### config.mk
export PLATFORM = sky130hd
export DESIGN_NAME = div_prog_tick_gen
export DESIGN_NICKNAME = d
export VERILOG_FILES = /design/src/rtl/div_prog_tick_gen.sv
export SDC_FILE = /design/constraint.sdc
export NUM_CORES = 1
export LEC_CHECK = 0
export CORE_MARGIN = 5
export CORE_UTILIZATION = 57
export DETAILED_ROUTE_END_ITERATION = 12
export GPL_TIMING_DRIVEN = 0
export PLACE_DENSITY = 0.85
export SLEW_MARGIN = 40
export SYNTH_ARGS = -nofsm -noshare
export SYNTH_HDL_FRONTEND = slang
export SYNTH_SLANG_ARGS = --single-unit
### constraint.sdc
create_clock -name clk -period 7.3 [get_ports clk]
set_input_delay 1.46 -clock clk [delete_from_list [all_inputs] [get_ports clk]]
set_output_delay 1.46 -clock clk [all_outputs]
set_load 0.005 [all_outputs]
### src/rtl/div_prog_tick_gen.sv
// div_prog_tick_gen
// Programmable clock-enable generator for slow serial engines (I2C SCL/SDA
// sequencing). Emits a single-cycle tick once per period plus a wrapping
// phase count. The division ratio can be loaded at runtime, and a loaded
// value only takes effect at a period boundary (or immediately while idle),
// so no truncated or stretched period is ever produced.
//
// Optional build macro: DIV_PROG_TMR_EN
//   When defined, the counter, phase, active/pending division and pending
//   flag are held in three copies. Each copy is updated from the bitwise
//   majority vote, and tmr_err pulses for one cycle whenever a copy
//   disagrees with the vote. When undefined, single registers are used and
//   tmr_err is tied low.
module div_prog_tick_gen #(
    parameter int CNT_W   = 10,
    parameter int DEF_DIV = 100,
    parameter int PH_W    = 2
) (
    input  logic             clk,
    input  logic             reset,
    input  logic             en,
    input  logic [CNT_W-1:0] div_val,
    input  logic             div_load,
    output logic [CNT_W-1:0] div_cur,
    output logic             div_pend,
    output logic             div_ack,
    output logic             tick,
    output logic [PH_W-1:0]  phase,
    output logic             tmr_err
);

    localparam logic [CNT_W-1:0] DIV_RST = CNT_W'(DEF_DIV);
    localparam logic [CNT_W-1:0] DIV_MIN = CNT_W'(2);

    // Current (voted, when triplicated) view of the state registers.
    logic [CNT_W-1:0] cnt_v;
    logic [CNT_W-1:0] div_cur_v;
    logic [CNT_W-1:0] pend_v;
    logic [PH_W-1:0]  phase_v;
    logic             div_pend_v;

    // Next-state values shared by all copies.
    logic [CNT_W-1:0] cnt_n;
    logic [CNT_W-1:0] div_cur_n;
    logic [CNT_W-1:0] pend_n;
    logic [PH_W-1:0]  phase_n;
    logic             div_pend_n;
    logic [CNT_W-1:0] load_val;
    logic             boundary;
    logic             apply;

    // Next-state logic: count, detect the period boundary, and decide when a
    // pending division value is promoted to the active one.
    always_comb begin
        load_val = (div_val < DIV_MIN) ? DIV_MIN : div_val;
        boundary = en && (cnt_v == div_cur_v - CNT_W'(1));
        apply    = div_pend_v && (boundary || !en);

        if (!en) begin
            cnt_n   = '0;
            phase_n = '0;
        end else if (boundary) begin
            cnt_n   = '0;
            phase_n = phase_v + PH_W'(1);
        end else begin
            cnt_n   = cnt_v + CNT_W'(1);
            phase_n = phase_v;
        end

        div_cur_n  = apply ? pend_v : div_cur_v;
        pend_n     = div_load ? load_val : pend_v;
        div_pend_n = div_load || (div_pend_v && !apply);
    end

    // Single-cycle tick and acknowledge pulses.
    always_ff @(posedge clk or posedge reset) begin
        if (reset) begin
            tick    <= 1'b0;
            div_ack <= 1'b0;
        end else begin
            tick    <= boundary;
            div_ack <= apply;
        end
    end

`ifdef DIV_PROG_TMR_EN
    logic [CNT_W-1:0] cnt_q     [3];
    logic [CNT_W-1:0] div_cur_q [3];
    logic [CNT_W-1:0] pend_q    [3];
    logic [PH_W-1:0]  phase_q   [3];
    logic             div_pend_q[3];
    logic             mismatch;

    assign cnt_v      = (cnt_q[0] & cnt_q[1]) | (cnt_q[0] & cnt_q[2]) | (cnt_q[1] & cnt_q[2]);
    assign div_cur_v  = (div_cur_q[0] & div_cur_q[1]) | (div_cur_q[0] & div_cur_q[2]) |
                        (div_cur_q[1] & div_cur_q[2]);
    assign pend_v     = (pend_q[0] & pend_q[1]) | (pend_q[0] & pend_q[2]) | (pend_q[1] & pend_q[2]);
    assign phase_v    = (phase_q[0] & phase_q[1]) | (phase_q[0] & phase_q[2]) |
                        (phase_q[1] & phase_q[2]);
    assign div_pend_v = (div_pend_q[0] & div_pend_q[1]) | (div_pend_q[0] & div_pend_q[2]) |
                        (div_pend_q[1] & div_pend_q[2]);

    // Flag any copy that disagrees with the majority vote.
    always_comb begin
        mismatch = 1'b0;
        for (int i = 0; i < 3; i++) begin
            if (cnt_q[i] != cnt_v || div_cur_q[i] != div_cur_v || pend_q[i] != pend_v ||
                phase_q[i] != phase_v || div_pend_q[i] != div_pend_v) begin
                mismatch = 1'b1;
            end
        end
    end

    // All three copies reload from the voted next state, scrubbing upsets.
    always_ff @(posedge clk or posedge reset) begin
        if (reset) begin
            for (int i = 0; i < 3; i++) begin
                cnt_q[i]      <= '0;
                div_cur_q[i]  <= DIV_RST;
                pend_q[i]     <= '0;
                phase_q[i]    <= '0;
                div_pend_q[i] <= 1'b0;
            end
            tmr_err <= 1'b0;
        end else begin
            for (int i = 0; i < 3; i++) begin
                cnt_q[i]      <= cnt_n;
                div_cur_q[i]  <= div_cur_n;
                pend_q[i]     <= pend_n;
                phase_q[i]    <= phase_n;
                div_pend_q[i] <= div_pend_n;
            end
            tmr_err <= mismatch;
        end
    end
`else
    logic [CNT_W-1:0] cnt_q;
    logic [CNT_W-1:0] div_cur_q;
    logic [CNT_W-1:0] pend_q;
    logic [PH_W-1:0]  phase_q;
    logic             div_pend_q;

    assign cnt_v      = cnt_q;
    assign div_cur_v  = div_cur_q;
    assign pend_v     = pend_q;
    assign phase_v    = phase_q;
    assign div_pend_v = div_pend_q;
    assign tmr_err    = 1'b0;

    // Plain state registers.
    always_ff @(posedge clk or posedge reset) begin
        if (reset) begin
            cnt_q      <= '0;
            div_cur_q  <= DIV_RST;
            pend_q     <= '0;
            phase_q    <= '0;
            div_pend_q <= 1'b0;
        end else begin
            cnt_q      <= cnt_n;
            div_cur_q  <= div_cur_n;
            pend_q     <= pend_n;
            phase_q    <= phase_n;
            div_pend_q <= div_pend_n;
        end
    end
`endif

    assign div_cur  = div_cur_v;
    assign div_pend = div_pend_v;
    assign phase    = phase_v;

endmodule

==> run summary <==
crit path cell chain: clkdlybuf4s50_1
delay-heaviest family, CP: flip-flops
initial DRC count: 76
layout cell share with drive strength beyond 1: 13.0%
cell leakage power: 0.989 nW
depth of the worst hold-timing path: 2
vias in the first global route: 1,525
TritonCTS clock tree: yes
Avg Cell Area, Syn: 9.92 um2
wire per inst: 14.7 um
part of the power in registers: 51.3%
crit path DAT: 1.50 ns
CTS Buffer Depth: 2
critical path class: flip-flop to output pin
num rows: 20
Slew Limit Fails: 0
synthesized area: 0.00185 mm2
Setup Buffers After CTS: 0
CTS Buf Count: 5
post-route ant nets: 0
Buf/Inv on CP: 1
top cells by area, synth: dfrtp_1 43%, nand2_1 5.5%, mux2_2 4.9%
largest net degree at the start of global routing: 36
clock network fraction of total power: 22.6%
multi-input logic area: 907 um2
antenna cells: 0
share of the yosys chip area belonging to registers: 47.4%
drt drc: 0
Yosys top cell by area: dfrtp_1
Worst Path Required: 5.84 ns
routed vias: 1,478
global route total overflow: 0
Rel. slew slack: 53.7%
Synth Register Bits: 35
fraction of power spent switching nets: 31.6%
Fmax: 0.338 GHz
RSZ-0062 raised after global routing: false
Net Sw Power: 0.144 mW
hold crit path type: flip-flop to flip-flop
status: finished clean
Comb pwr share: 26.1%
Core Footprint: 0.00308 mm2
die width: 67.0 um
Die Footprint: 0.00449 mm2
Syn-to-layout area delta: 21.0%
Worst Skew: 0.0102 ns
Clock Latency Late Sink: 0.34 ns
VDD IR max: 0.000132 V
final number of setup-violating endpoints: 0
Root Buffer Master: clkbuf_4
Filler cells: 246
Initial Util: 60.2%
CP max stage cell: dfstp_2
Die Height: 67.0 um
final worst path period share: 40.5%
H-Tree Depth: 2
WP depth: 1
Power Dens Cells: 203 mW/mm2
Resized Gates After CTS: 0
CP endpoint kind: output pin
port buffer count: 28
All-Layer GR Usage: 20.1%
R2R depth: 8
Final Net Count: 238
Synth Net Count: 203
CP peak stage delay: 0.63 ns
max_cap viols: 0
GPL Wtd Cong: 0.843
Initial DRT Pass Iterations: 4
TritonCTS sink count: 35
DP HPWL: 2.98 mm
Worst Tran Pin Value: 0.693 ns
internal power: 0.312 mW
Hold Vio Cnt, Final: 0
Register Area: 880 um2
first-pass GRT wire length: 6.76 mm
# hold bufs at CTS: 0
share of the synthesized area in the top cell type: 43.2%
Critical Path Fanout Max: 9
I/O pin count: 30
hold slack: 0.507 ns
clock-pin slew of the registers on the worst-case setup and hold paths: 0.10 ns
Total Wirelength: 3.93 mm
antenna violations before repair: 0
Mapped Cells: 187
Yosys Warn Count: 0
Worst setup SP type: flip-flop
setup TNS: 0 ns
Synth cell types: 49
Final Critical Period: 2.96 ns
Vias per Instance: 5.54
[kinds of logic after synthesis]
group / after synthesis / share of synthesized area (%)
compound gates: 24 / 9.85
mux: 11 / 6.48
simple gates: 81 / 22.1
flops: 35 / 47.4
fa+ha+maj: 2 / 1.35
xor+xnor: 19 / 8.97
buf+inv: 14 / 3.64
other cells: 1 / 0.202
[cells in the final DEF, fill, tap and decap left out, types with 2 or more instances in the layout]
master,Yosys,final
nor4_1,2,2
nor3b_1,2,2
mux2i_1,3,3
and2_1,2,2
inv_1,5,4
xnor2_1,9,9
dfrtp_1,32,32
clkdlybuf4s50_1,0,28
dfstp_2,3,3
o22ai_1,11,11
mux2_2,8,8
nand2_1,27,27
clkbuf_1,2,3
nand3_1,8,8
nor2_1,17,17
nor4b_1,2,2
buf_1,2,2
nor3_1,4,4
xor2_1,10,10
buf_2,2,2
and3_1,5,5
clkbuf_4,0,5
nand2b_1,2,2
ha_1,2,2
[power by group through the flow]
stage / Sequential (mW) / Combinational (mW) / Clock (mW)
after global placement: 0.237 / 0.113 / 0
after CTS: 0.234 / 0.120 / 0.105
after floorplan: 0.234 / 0.0728 / 0
final: 0.234 / 0.119 / 0.103
after detailed placement: 0.238 / 0.118 / 0
after global routing: 0.237 / 0.131 / 0.115
[state kept, by name, indices dropped and copies added (netlist names)]
signal,count
cnt_q,10
div_cur,10
pend_q,10
phase,2
div_ack,1
div_pend,1
tick,1
[metal layers]
| metal | share of wire [%] | vias to the layer above | global-route usage, % |
|---|---|---|---|
| li1 | - | 720 | - |
| met5 | 0 | - | 0 |
| met1 | 39 | 719 | 21.3 |
| met2 | 55 | 34 | 37.5 |
| met4 | 1.1 | 0 | 7.09 |
| met3 | 4.8 | 5 | 5.40 |
[layout make-up]
class / count / area share (%)
buffer: 9 / 2.18
clock buffer: 6 / 1.84
clock inverter: 2 / 0.558
inverter: 5 / 0.837
multi-input combinational: 138 / 40.4
sequential: 35 / 39.2
tap: 44 / 2.45
timing repair buffer: 28 / 12.5
[path summary, 6_finish.rpt]
check / from / to / slack, ns
setup / recovery: div_cur[6]$_DFFE_PP1P_ / div_cur[6] / 4.34
hold / removal: pend_q[6]$_DFFE_PP0P_ / div_cur[6]$_DFFE_PP1P_ / 0.51
setup reg to reg: div_cur[5]$_DFFE_PP1P_ / div_cur[7]$_DFFE_PP0P_ / 4.60
hold reg to reg: pend_q[6]$_DFFE_PP0P_ / div_cur[6]$_DFFE_PP1P_ / 0.51
max in group asynchronous: reset / phase[0]$_DFFE_PP0P_ / 5.32
min in group asynchronous: reset / div_ack$_DFF_PP0_ / 1.53
[per-stage QoR]
| step | util, % | instances | power [mW] | area, um2 | setup WS, ns |
|---|---|---|---|---|---|
| after floorplan | - | 187 | 0.307 | 1850 | 4.97 |
| after global placement | 71.1 | 259 | 0.350 | 2190 | 4.21 |
| after detailed placement | 71.1 | 259 | 0.356 | 2190 | 4.16 |
| after CTS | 72.9 | 267 | 0.459 | 2240 | 4.33 |
| after global routing | 72.9 | 267 | 0.484 | 2240 | 4.29 |
| final | 72.9 | 267 | 0.456 | 2240 | 4.34 |
[cell usage after synthesis (all sizes together)]
cell type and count:
a41oi 1, nor4 2, nor3 5, and4 1
nand3 8, inv 5, nand3b 1, ha 2
nand4b 1, nor3b 2, o41ai 1, nor2 17
a221oi 2, conb 1, nor4b 2, buf 6
nor2b 1, dfrtp 32, nand2b 2, and2 2
mux2i 3, o21ba 1, o2111a 1, or3 1
o21ai 2, xnor2 9, or2 2, and3b 1
a21o 1, mux2 8, o22a 1, o22ai 11
a31oi 1, xor2 10, a21boi 2, clkbuf 3
dfstp 3, nand2 27, and3 5, or4b 1
[tightest hold or removal path, cell delays in order (launching register included)]
cell and delay [ns]:
dfrtp_1 0.39, nand2_1 0.06, o22ai_1 0.06
(Power assumes the default switching activity.)
==> RTL edit (same flow settings) <==
The parameter `PH_W` goes from 2 to 4.
--- a/src/rtl/div_prog_tick_gen.sv
+++ b/src/rtl/div_prog_tick_gen.sv
@@ -14,7 +14,7 @@
 module div_prog_tick_gen #(
     parameter int CNT_W   = 10,
     parameter int DEF_DIV = 100,
-    parameter int PH_W    = 2
+    parameter int PH_W    = 4
 ) (
     input  logic             clk,
     input  logic             reset,
Ports: changed (resized phase); port bits go from 30 to 32. The function was not compared with the original's and may differ.
==> RTL edit against the original RTL <==
Worst setup slack got worse by 0.082 ns; global-route usage rose by 2.6 points; register-to-register slack got worse by 0.09 ns; synthesized area rose by 26%; routed wire length rose by 39%; non-clock buffer count rose by 12; hold slack improved by 0.028 ns; sequential cell count rose by 2; first-iteration DRC count rose to 3.2 times the old value; cell area rose by 27%; sequential power rose by 3%; total power rose by 23%; die area rose by 22%.
==> RTL edit: results (changes against the original RTL) <==
status complete, no violations; bufs w/o clock 49 (+32%); Post-Place Cells 327 (+26%); post-synthesis mux area share 4.269% (-2.2 points); r2r setup slk 4.51 ns (-0.09 ns); Synth Net Count 264 (+30%); clock latency on the worst-skew pair 0.29 ns (-0.05 ns); Worst Path Max Fanout 10 (+1); Leakage 0.001172 uW (+19%); via count 2001 (+35%); worst setup path end div_cur[0]$_DFFE_PP0P_; Avg Cell Area, Syn 9.493 sq um (-4.3%); number of DRC markers in iteration 0 245 (+220%); Core Footprint 4000 sq um (+30%); fillers 321 (+30%); R2R Path End cnt_q[6]$_DFF_PP0_; Nets 301 (+26%); R2R Path Start div_cur[1]$_DFFE_PP0P_; top post-synthesis cells by area dfrtp_1, xnor2_1, mux2_2; hold path depth 1 (-1); inverter count 17 (+12); multi-input combinational area share 40.98% (+0.54 points); wire length of the first global-routing pass 9.501 mm (+41%); Compound-Gate Fraction of Synth Area 13.71% (+3.9 points); layout cells sized above 1 15.44% (+2.4 points); hold endpoint cnt_q[0]$_DFF_PP0_; HP Start cnt_q[0]$_DFF_PP0_; clock root cell clkbuf_8; Area after DPL 2708 sq um (+24%); Fin Clk Skew 0.008296 ns (-0.001943 ns); adder-cell share of the synthesized area 1.601% (+0.25 points); sequential fraction of the synthesis area 39.65% (-7.8 points); FF-to-FF path depth 10 (+2); CTS clk-pin slew, worst paths 0.08 ns (-0.02 ns); # port buffers 30 (+7.1%); Commonest cells post-synth dfrtp_1, nor2_1, nand3_1, inv_1, nand2_1; Reg area 929.6 sq um (+5.7%); # clock sinks 37 (+5.7%); Final HPWL DP 3.847 mm (+29%); CP Launch Point en; GRT Overall Usage 22.69% (+2.6 points); largest net degree at the start of global routing 38 (+5.6%); P&R area growth vs syn 21.24%; Multi-In Gates 174 (+26%); DRT Wirelength 5.462 mm (+39%); Distinct cells, synth 57 (+16%); ClkCell Share 4.710% (+2.3 points); 1st-pass router iterations 5 (+1); post-placement worst setup slack 4.046 ns (-0.1125 ns); Finished Layout Cells 335 (+25%)
==> RTL edit: cell types whose count changed in the layout (fill, tap and decap cells not counted), sizes merged, moves of 8 or more <==
cell / delta
nand3: +9
inv: +10
o22ai: -10
nor3: +8
nand2: -11
==> RTL edit: routing by layer <==
layer	vias to the layer above	part of all wire (%)	GRT usage, %	wire [um]
met5	-	0	0	0
met4	0	1.9	8.652	105
met3	14	7.7	4.189	422
met2	93	50	37.20	2728
met1	947	40	29.89	2206
li1	947	-	-	-
==> RTL edit: worst max-delay path, cell delays in order <==
cell and delay (ns):
clkdlybuf4s50_1 0.57, clkinv_1 0.28, clkbuf_1 0.30, nand3_1 0.13, o21ai_0 0.08, a31oi_1 0.17, o311ai_0 0.17
==> RTL edit: power breakdown <==
part | switching [uW] | total (uW) | leakage, uW | internal, uW
Clock | 75.9 | 212 | 0.0000681 | 136
Sequential | 18.4 | 240 | 0.000450 | 221
Combinational | 54.3 | 110 | 0.000654 | 55.3
Total | 149 | 561 | 0.00117 | 412
